[config.mk]
export PLATFORM = sky130hd
export DESIGN_NAME = fifo_stream_reader
export DESIGN_NICKNAME = d
export VERILOG_FILES = /design/src/rtl/fifo_pkg.sv /design/src/rtl/skid_buf2.sv /design/src/rtl/fifo_stream_reader.sv
export SDC_FILE = /design/constraint.sdc
export NUM_CORES = 1
export LEC_CHECK = 0
export CAP_MARGIN = 20
export CORE_MARGIN = 3
export CORE_UTILIZATION = 52
export DETAILED_ROUTE_END_ITERATION = 8
export GPL_ROUTABILITY_DRIVEN = 0
export GPL_TIMING_DRIVEN = 0
export PLACE_DENSITY = 0.87
export SETUP_SLACK_MARGIN = 0.2
export SYNTH_ARGS = -nofsm -noshare
export SYNTH_HDL_FRONTEND = slang
export SYNTH_HIERARCHICAL = 1
export SYNTH_SLANG_ARGS = --single-unit
[constraint.sdc]
create_clock -name rclk -period 4.4 [get_ports rclk]
set_input_delay 0.88 -clock rclk [delete_from_list [all_inputs] [get_ports rclk]]
set_output_delay 0.88 -clock rclk [all_outputs]
set_load 0.03 [all_outputs]
[src/rtl/fifo_pkg.sv]
// Shared constants and the prefetch-buffer occupancy encoding for the
// FIFO stream reader.
package fifo_pkg;

  localparam int DW_DEF     = 8;
  localparam int CW_DEF     = 16;
  localparam int FIFO_DEPTH = 2;

  typedef enum logic [1:0] {
    OCC_0 = 2'd0,
    OCC_1 = 2'd1,
    OCC_2 = 2'd2
  } occ_e;

endpackage

[src/rtl/skid_buf2.sv]
// Two-entry, order-preserving prefetch buffer. The head entry is always the
// oldest byte, and a simultaneous push and pop keeps the occupancy steady.
module skid_buf2
  import fifo_pkg::*;
#(
  parameter int DW = DW_DEF
) (
  input  logic          rclk,
  input  logic          rst_,
  input  logic          clr,
  input  logic          push,
  input  logic          pop,
  input  logic [DW-1:0] din,
  output logic [DW-1:0] head,
  output occ_e          occ,
  output logic          drop
);

  logic [DW-1:0] tail;

  // A push into a full buffer with no pop in the same cycle has nowhere to go.
  assign drop = push && !pop && (occ == OCC_2);

  // NOTE: the data entries are reset along with occ so that m_data reads 0 out
  // of reset. This is two registers, not a RAM, so the reset is cheap.
  // NOTE: this is sequential state, so it uses only non-blocking assignments.
  // Every branch then reads the old head/tail, which lets head <= tail and
  // tail <= din happen in the same cycle.
  always_ff @(posedge rclk) begin
    if (!rst_) begin
      occ  <= OCC_0;
      head <= '0;
      tail <= '0;
    end else if (clr) begin
      occ <= OCC_0;
    end else begin
      unique case (occ)
        OCC_0: begin
          if (push) begin
            head <= din;
            occ  <= OCC_1;
          end
        end
        OCC_1: begin
          case ({push, pop})
            2'b10: begin
              tail <= din;
              occ  <= OCC_2;
            end
            2'b01:   occ  <= OCC_0;
            2'b11:   head <= din;
            default: ;
          endcase
        end
        OCC_2: begin
          if (pop) begin
            head <= tail;
            if (push) tail <= din;
            else      occ  <= OCC_1;
          end
        end
        default: occ <= OCC_0;
      endcase
    end
  end

endmodule

[src/rtl/fifo_stream_reader.sv]
// Pulls bytes from an upstream FIFO that has one-cycle read latency and
// presents them as a valid/ready stream, counting the bytes delivered.
module fifo_stream_reader
  import fifo_pkg::*;
#(
  parameter int DW = DW_DEF,
  parameter int CW = CW_DEF
) (
  input  logic          rclk,
  input  logic          rst_,
  input  logic          fifo_empty,
  input  logic [DW-1:0] fifo_dout,
  output logic          fifo_ren,
  input  logic          flush,
  output logic [DW-1:0] m_data,
  output logic          m_valid,
  input  logic          m_ready,
  output logic [CW-1:0] byte_cnt,
  output logic          overrun
);

  occ_e       occ;
  logic       inf;
  logic       push;
  logic       pop;
  logic       drop;
  logic [2:0] pending;

  assign m_valid = (occ != OCC_0);
  assign pop     = m_valid && m_ready;
  assign push    = inf && !flush;

  // A read is issued only when the byte it returns is guaranteed a slot. That
  // slot may be one the downstream side frees in this same cycle.
  // NOTE: every signal written here gets a value on every path, so no latch is
  // inferred.
  always_comb begin
    pending  = {1'b0, occ} + {2'b00, inf} - {2'b00, pop};
    fifo_ren = rst_ && !fifo_empty && !flush && (pending < 3'(FIFO_DEPTH));
  end

  skid_buf2 #(.DW(DW)) u_buf (
    .rclk (rclk),
    .rst_ (rst_),
    .clr  (flush),
    .push (push),
    .pop  (pop),
    .din  (fifo_dout),
    .head (m_data),
    .occ  (occ),
    .drop (drop)
  );

  always_ff @(posedge rclk) begin
    if (!rst_) inf <= 1'b0;
    else       inf <= fifo_ren;
  end

  always_ff @(posedge rclk) begin
    if (!rst_)    byte_cnt <= '0;
    else if (pop) byte_cnt <= byte_cnt + CW'(1);
  end

  always_ff @(posedge rclk) begin
    if (!rst_)     overrun <= 1'b0;
    else if (drop) overrun <= 1'b1;
  end

  a_no_drop : assert property (@(posedge rclk) disable iff (!rst_) !drop);

endmodule

# After elaboration in Yosys (flattened, before gate mapping)
# Index checks and enable logic that the tools add are counted.
# op_classes
n_bitwise	2
addsub	3
eq_ne	12
n_reduce_logical	18
order_cmp	1
mux	12
# op_table
op	count
$mux 8	5
$pmux 8 s3	1
$add 16x1->16 const B	1
$pmux 8 s2	1
$reduce_and 5->1	2
$logic_and 1x1->1	7
$eq 2x2->1 const B	3
$mux 2	3
$ne 2x1->1 const B	3
$ne 2x2->1 const B	3
$pmux 2 s3	1
$eq 2x1->1 const B	2
$pmux 2 s2	1
$reduce_and 4->1	1
$reduce_bool 2->1	2
$add 2x1->3	1
$logic_not 1->1	3
$lt 3x2->1 const B	1
$ne 3x2->1 const B	1
$reduce_bool 3->1	1
$sub 3x1->3	1
$logic_not 2->1	1
$not 1->1	2
$reduce_or 2->1	1
# word_totals
in_bits	13
output_inout_bits	27
ff_bits	36
word_cells	54

# Depth between registers and ports, before layout
# logic_depth
depth_word	5
ltp_mapped	6
mapped_depth_nobuf	6

# Cells and area by module
# The synthesis kept the hierarchy.
# by_module_without_submodules
module	area_per_inst_um2	n_inst	seq_area_each_um2	cells_per_inst
fifo_stream_reader	935.9	1	360.3	96
skid_buf2	897.1	1	360.3	94

# Least setup slack after synthesis
# Ideal clock, no wire load.
# synth_timing
kind	input port to output port
startpoint	in m_ready
endpoint	out fifo_ren
slack_ps	474
path_stages	6
required_ps	3520
n_path_buf	0
arrival_time_ps	3046
path_cell_list	o21a_1 ha_1 or2b_1 fa_1 nand2_1 nor4_1
# synth_via
elab_chain_len	4
# synth_lines
item	line_no	source
from (decl)	fifo_stream_reader.sv:17	input logic m_ready,
$logic_and 1x1->1	fifo_stream_reader.sv:30	assign pop = m_valid && m_ready;
$sub 3x1->3	fifo_stream_reader.sv:38	pending = {1'b0, occ} + {2'b00, inf} - {2'b00, pop};
$lt 3x2->1	fifo_stream_reader.sv:39	fifo_ren = rst_ && !fifo_empty && !flush && (pending < 3'(FIFO_DEPTH));
$logic_and 1x1->1	fifo_stream_reader.sv:39	
to (decl)	fifo_stream_reader.sv:13	output logic fifo_ren,
# No other way between the ends.

# Worst setup path in the final report
# layout_timing
startpoint	in m_ready
endpoint	out fifo_ren
# layout_via
elab_chain_len	4
# layout_lines
item	line_no	source
$logic_and 1x1->1	fifo_stream_reader.sv:30	
net pop	fifo_stream_reader.sv:25	logic pop;
$sub 3x1->3	fifo_stream_reader.sv:38	
$lt 3x2->1	fifo_stream_reader.sv:39	
$logic_and 1x1->1	fifo_stream_reader.sv:39	
# The timed path passes the listed nets, and every way through them passes these cells.

==> flow_metrics.env <==
export IMPL_status="finished clean"
export IMPL_sw_frac_of_total_pct=24.4
export IMPL_reg2reg_setup_slack_ns=2.15
export IMPL_num_rows=20
export IMPL_dr_total_vias=1532
export IMPL_dp_hpwl_um=2800
export IMPL_ir_worst_vdd_v=0.000181
export IMPL_synth_compound_area_share_pct=13.9
export IMPL_finalSetupTns_ns=0
export IMPL_timing_final_ws_setup_ns=0.312
export IMPL_path_clk_slew_ns=0.10
export IMPL_synth_xor_area_share_pct=5.26
export IMPL_cp_cell_sequence="clkdlybuf4s50_1 > o21a_2 > ha_1 > or2b_1 > fa_1 > nand2_1 > nor4_1 > buf_2"
export IMPL_grt_max_degree=14
export IMPL_worst_setup_path_start_kind="primary input"
export IMPL_clockPowerShare_pct=30.4
export IMPL_final_common_cell="clkdlybuf4s50_1"
export IMPL_dieArea_um2=4270
export IMPL_final_cell_count_no_fill=280
export IMPL_ctsHtreeMaxLevel=2
export IMPL_initial_utilization_pct=57.2
export IMPL_cts_max_path_buffers=2
export IMPL_grt_use_total_pct=20.1
export IMPL_routed_via_density=5.47
export IMPL_io_buffers=39
export IMPL_clk_latency_ns=0.33
export IMPL_clock_skew_ns=0.00294
export IMPL_avgSynthCellArea_um2=9.65
export IMPL_switchingPower_uw=132
export IMPL_seq_area_frac_synth_pct=39.3
export IMPL_multi_input_area_um2=1050
export IMPL_synth_edf_count=0
export IMPL_critical_path_buf_inv_count=2
export IMPL_synth_area_mux_share_pct=12.1
export IMPL_worstSetupPathType="in -> out"
export IMPL_slowest_stage="clkdlybuf4s50_1"
export IMPL_crit_family="buffers and inverters"
export IMPL_syn_area_um2=1830
export IMPL_min_path_type="reg -> reg"
export IMPL_post_cts_buffers=0
export IMPL_power_density_nw_per_um2=233
export IMPL_placed_cells=273
export IMPL_rsz0062_at_grt="no"
export IMPL_comb_power_share_pct=8.6
export IMPL_cts_buffers=5
export IMPL_coreArea_um2=3200
export IMPL_crit_required_ns=3.52
export IMPL_cp_arrival_ns=3.21
export IMPL_synthArstFlopShare_pct=0
export IMPL_chipWidth_um=65.4
export IMPL_fin_crit_ns=4.09
export IMPL_tightestPinTransition_ns=0.600
export IMPL_grt_pass1_vias=1466
export IMPL_p_int_uw=408
export IMPL_die_h_um=65.4
export IMPL_root_buffer="clkbuf_4"
export IMPL_ys_flop_type="dfxtp_1"
export IMPL_timing_final_crit_share_pct=92.9
export IMPL_areaGrowthSynthToFinish_pct=26.6
export IMPL_final_cell_mix="clkdlybuf4s50_1, dfxtp_1, nand2_1, mux2i_1, a211oi_1"
export IMPL_synth_top_family_by_area="simple AND/OR/NAND/NOR gates"
export IMPL_cts_tree="yes"
export IMPL_drtPass1Iterations=6
export IMPL_antenna_found_initial=0
export IMPL_num_antenna_cells=0
export IMPL_drtAntennaViolNets=0
export IMPL_drtIter0Drc=92
export IMPL_drc=0
export IMPL_io_pins=40
export IMPL_cp_max_fo=5
export IMPL_synth_distinct_cells=42
export IMPL_end_kind="output pin"
export IMPL_synth_adder_area_share_pct=2.46
export IMPL_drive_above_1_share_pct=8.47
export IMPL_cts_hold_buf=0
export IMPL_cts_sinks=36
export IMPL_postSynthCellCount=190
export IMPL_synthSimpleGateAreaFrac_pct=23.8
export IMPL_p_leak_nw=0.934
export IMPL_post_drt_wl_per_cell_um=13.7
export IMPL_n_fill_cell=258
export IMPL_grt_overflow=0
export IMPL_yosysWarnings=6
export IMPL_seqPwrFrac_pct=61.1
export IMPL_clock_fmax_mhz=245
export IMPL_dpl_worst_slack_ns=-0.228
export IMPL_seq_area_um2=721
export IMPL_drt_total_wl_um=3830
export IMPL_ctsResizeCount=7
export IMPL_slew_limit_headroom_pct=59.9
export IMPL_finalNetCount=252
export IMPL_drv_cap=0
export IMPL_slowest_delay_ns=0.60
export IMPL_syn_nets=206
export IMPL_finalSetupViolations=0
export IMPL_grt_pass1_wl_um=6670
export IMPL_ys_ff_latch=36
export IMPL_final_max_slew_violation_count=0
export IMPL_final_hold_viol_count=0
[cell usage after synthesis (5+ instances only)]
library cell  count  area, um^2
dfxtp_1          36         721
nand2_1          29         109
mux2i_1          21         210
a211oi_1         16         120
and2_1           10        62.6
xor2_1            7        61.3
nand2b_1          6        37.5
clkbuf_1          5        18.8
inv_1             5        18.8
nor4_1            5        31.3
[area by class of cell]
| cell class | instances | share of cell area, % |
|---|---|---|
| flip-flops and latches | 36 | 31.1 |
| repair buffers | 39 | 16.6 |
| clock inverters | 1 | 0.216 |
| clock buffers | 6 | 1.78 |
| plain buffers | 8 | 1.73 |
| well taps | 44 | 2.37 |
| inverters | 5 | 0.809 |
| multi-input cells | 141 | 45.4 |
[metal layers]
layer / track usage [%] / routed length (um) / vias to the layer above
li1: - / - / 769
met1: 26.6 / 1850 / 715
met2: 32.1 / 1780 / 43
met3: 5.13 / 163 / 5
met4: 6.22 / 32 / 0
met5: 0 / 0 / -
[registers in the layout, indices dropped and copies added (netlist names)]
name / cells
byte_cnt: 16
u_buf/occ: 2
overrun: 1
u_buf/head: 8
u_buf/tail: 8
inf: 1
[final timing paths]
kind | cells after the start | to | start
worst max-delay path | 8 | fifo_ren | m_ready
worst min-delay path | 2 | u_buf/tail[0]$_SDFFE_PN0P_ | u_buf/tail[0]$_SDFFE_PN0P_
worst max register to register | 5 | u_buf/tail[2]$_SDFFE_PN0P_ | u_buf/occ[0]$_SDFFE_PP0P_
worst min register to register | 2 | u_buf/tail[0]$_SDFFE_PN0P_ | u_buf/tail[0]$_SDFFE_PN0P_
[cells by family (layout without fill, tap and decap cells)]
| group | after synthesis | after routing |
|---|---|---|
| simple gates | 75 | 75 |
| flops | 36 | 36 |
| compound gates | 30 | 30 |
| mux | 22 | 22 |
| buf+inv | 13 | 59 |
| xor+xnor | 11 | 11 |
| fa+ha+maj | 3 | 3 |
[tightest hold or removal path, cell delays in order (launching register included)]
cell	delay [ns]
dfxtp_1	0.32
nand2_1	0.05
mux2i_1	0.05
[power groups by stage]
| stage | logic [mW] | registers [mW] | clock network, mW |
|---|---|---|---|
| after floorplan | 0.0196 | 0.340 | 0 |
| after global placement | 0.0456 | 0.337 | 0 |
| after detailed placement | 0.0463 | 0.337 | 0 |
| after CTS | 0.0463 | 0.330 | 0.171 |
| after global routing | 0.0507 | 0.330 | 0.186 |
| final | 0.0462 | 0.330 | 0.164 |
[through the flow]
stage                     utilization (%)  area (um^2)  power, mW  hold WS, ns
after floorplan                         -         1830      0.360        0.434
after global placement               71.1         2280      0.383        0.441
after detailed placement             71.1         2280      0.384        0.449
after CTS                            72.5         2320      0.547        0.464
after global routing                 72.5         2320      0.567        0.492
final                                72.5         2320      0.540        0.465
(Power assumes the default switching activity.)
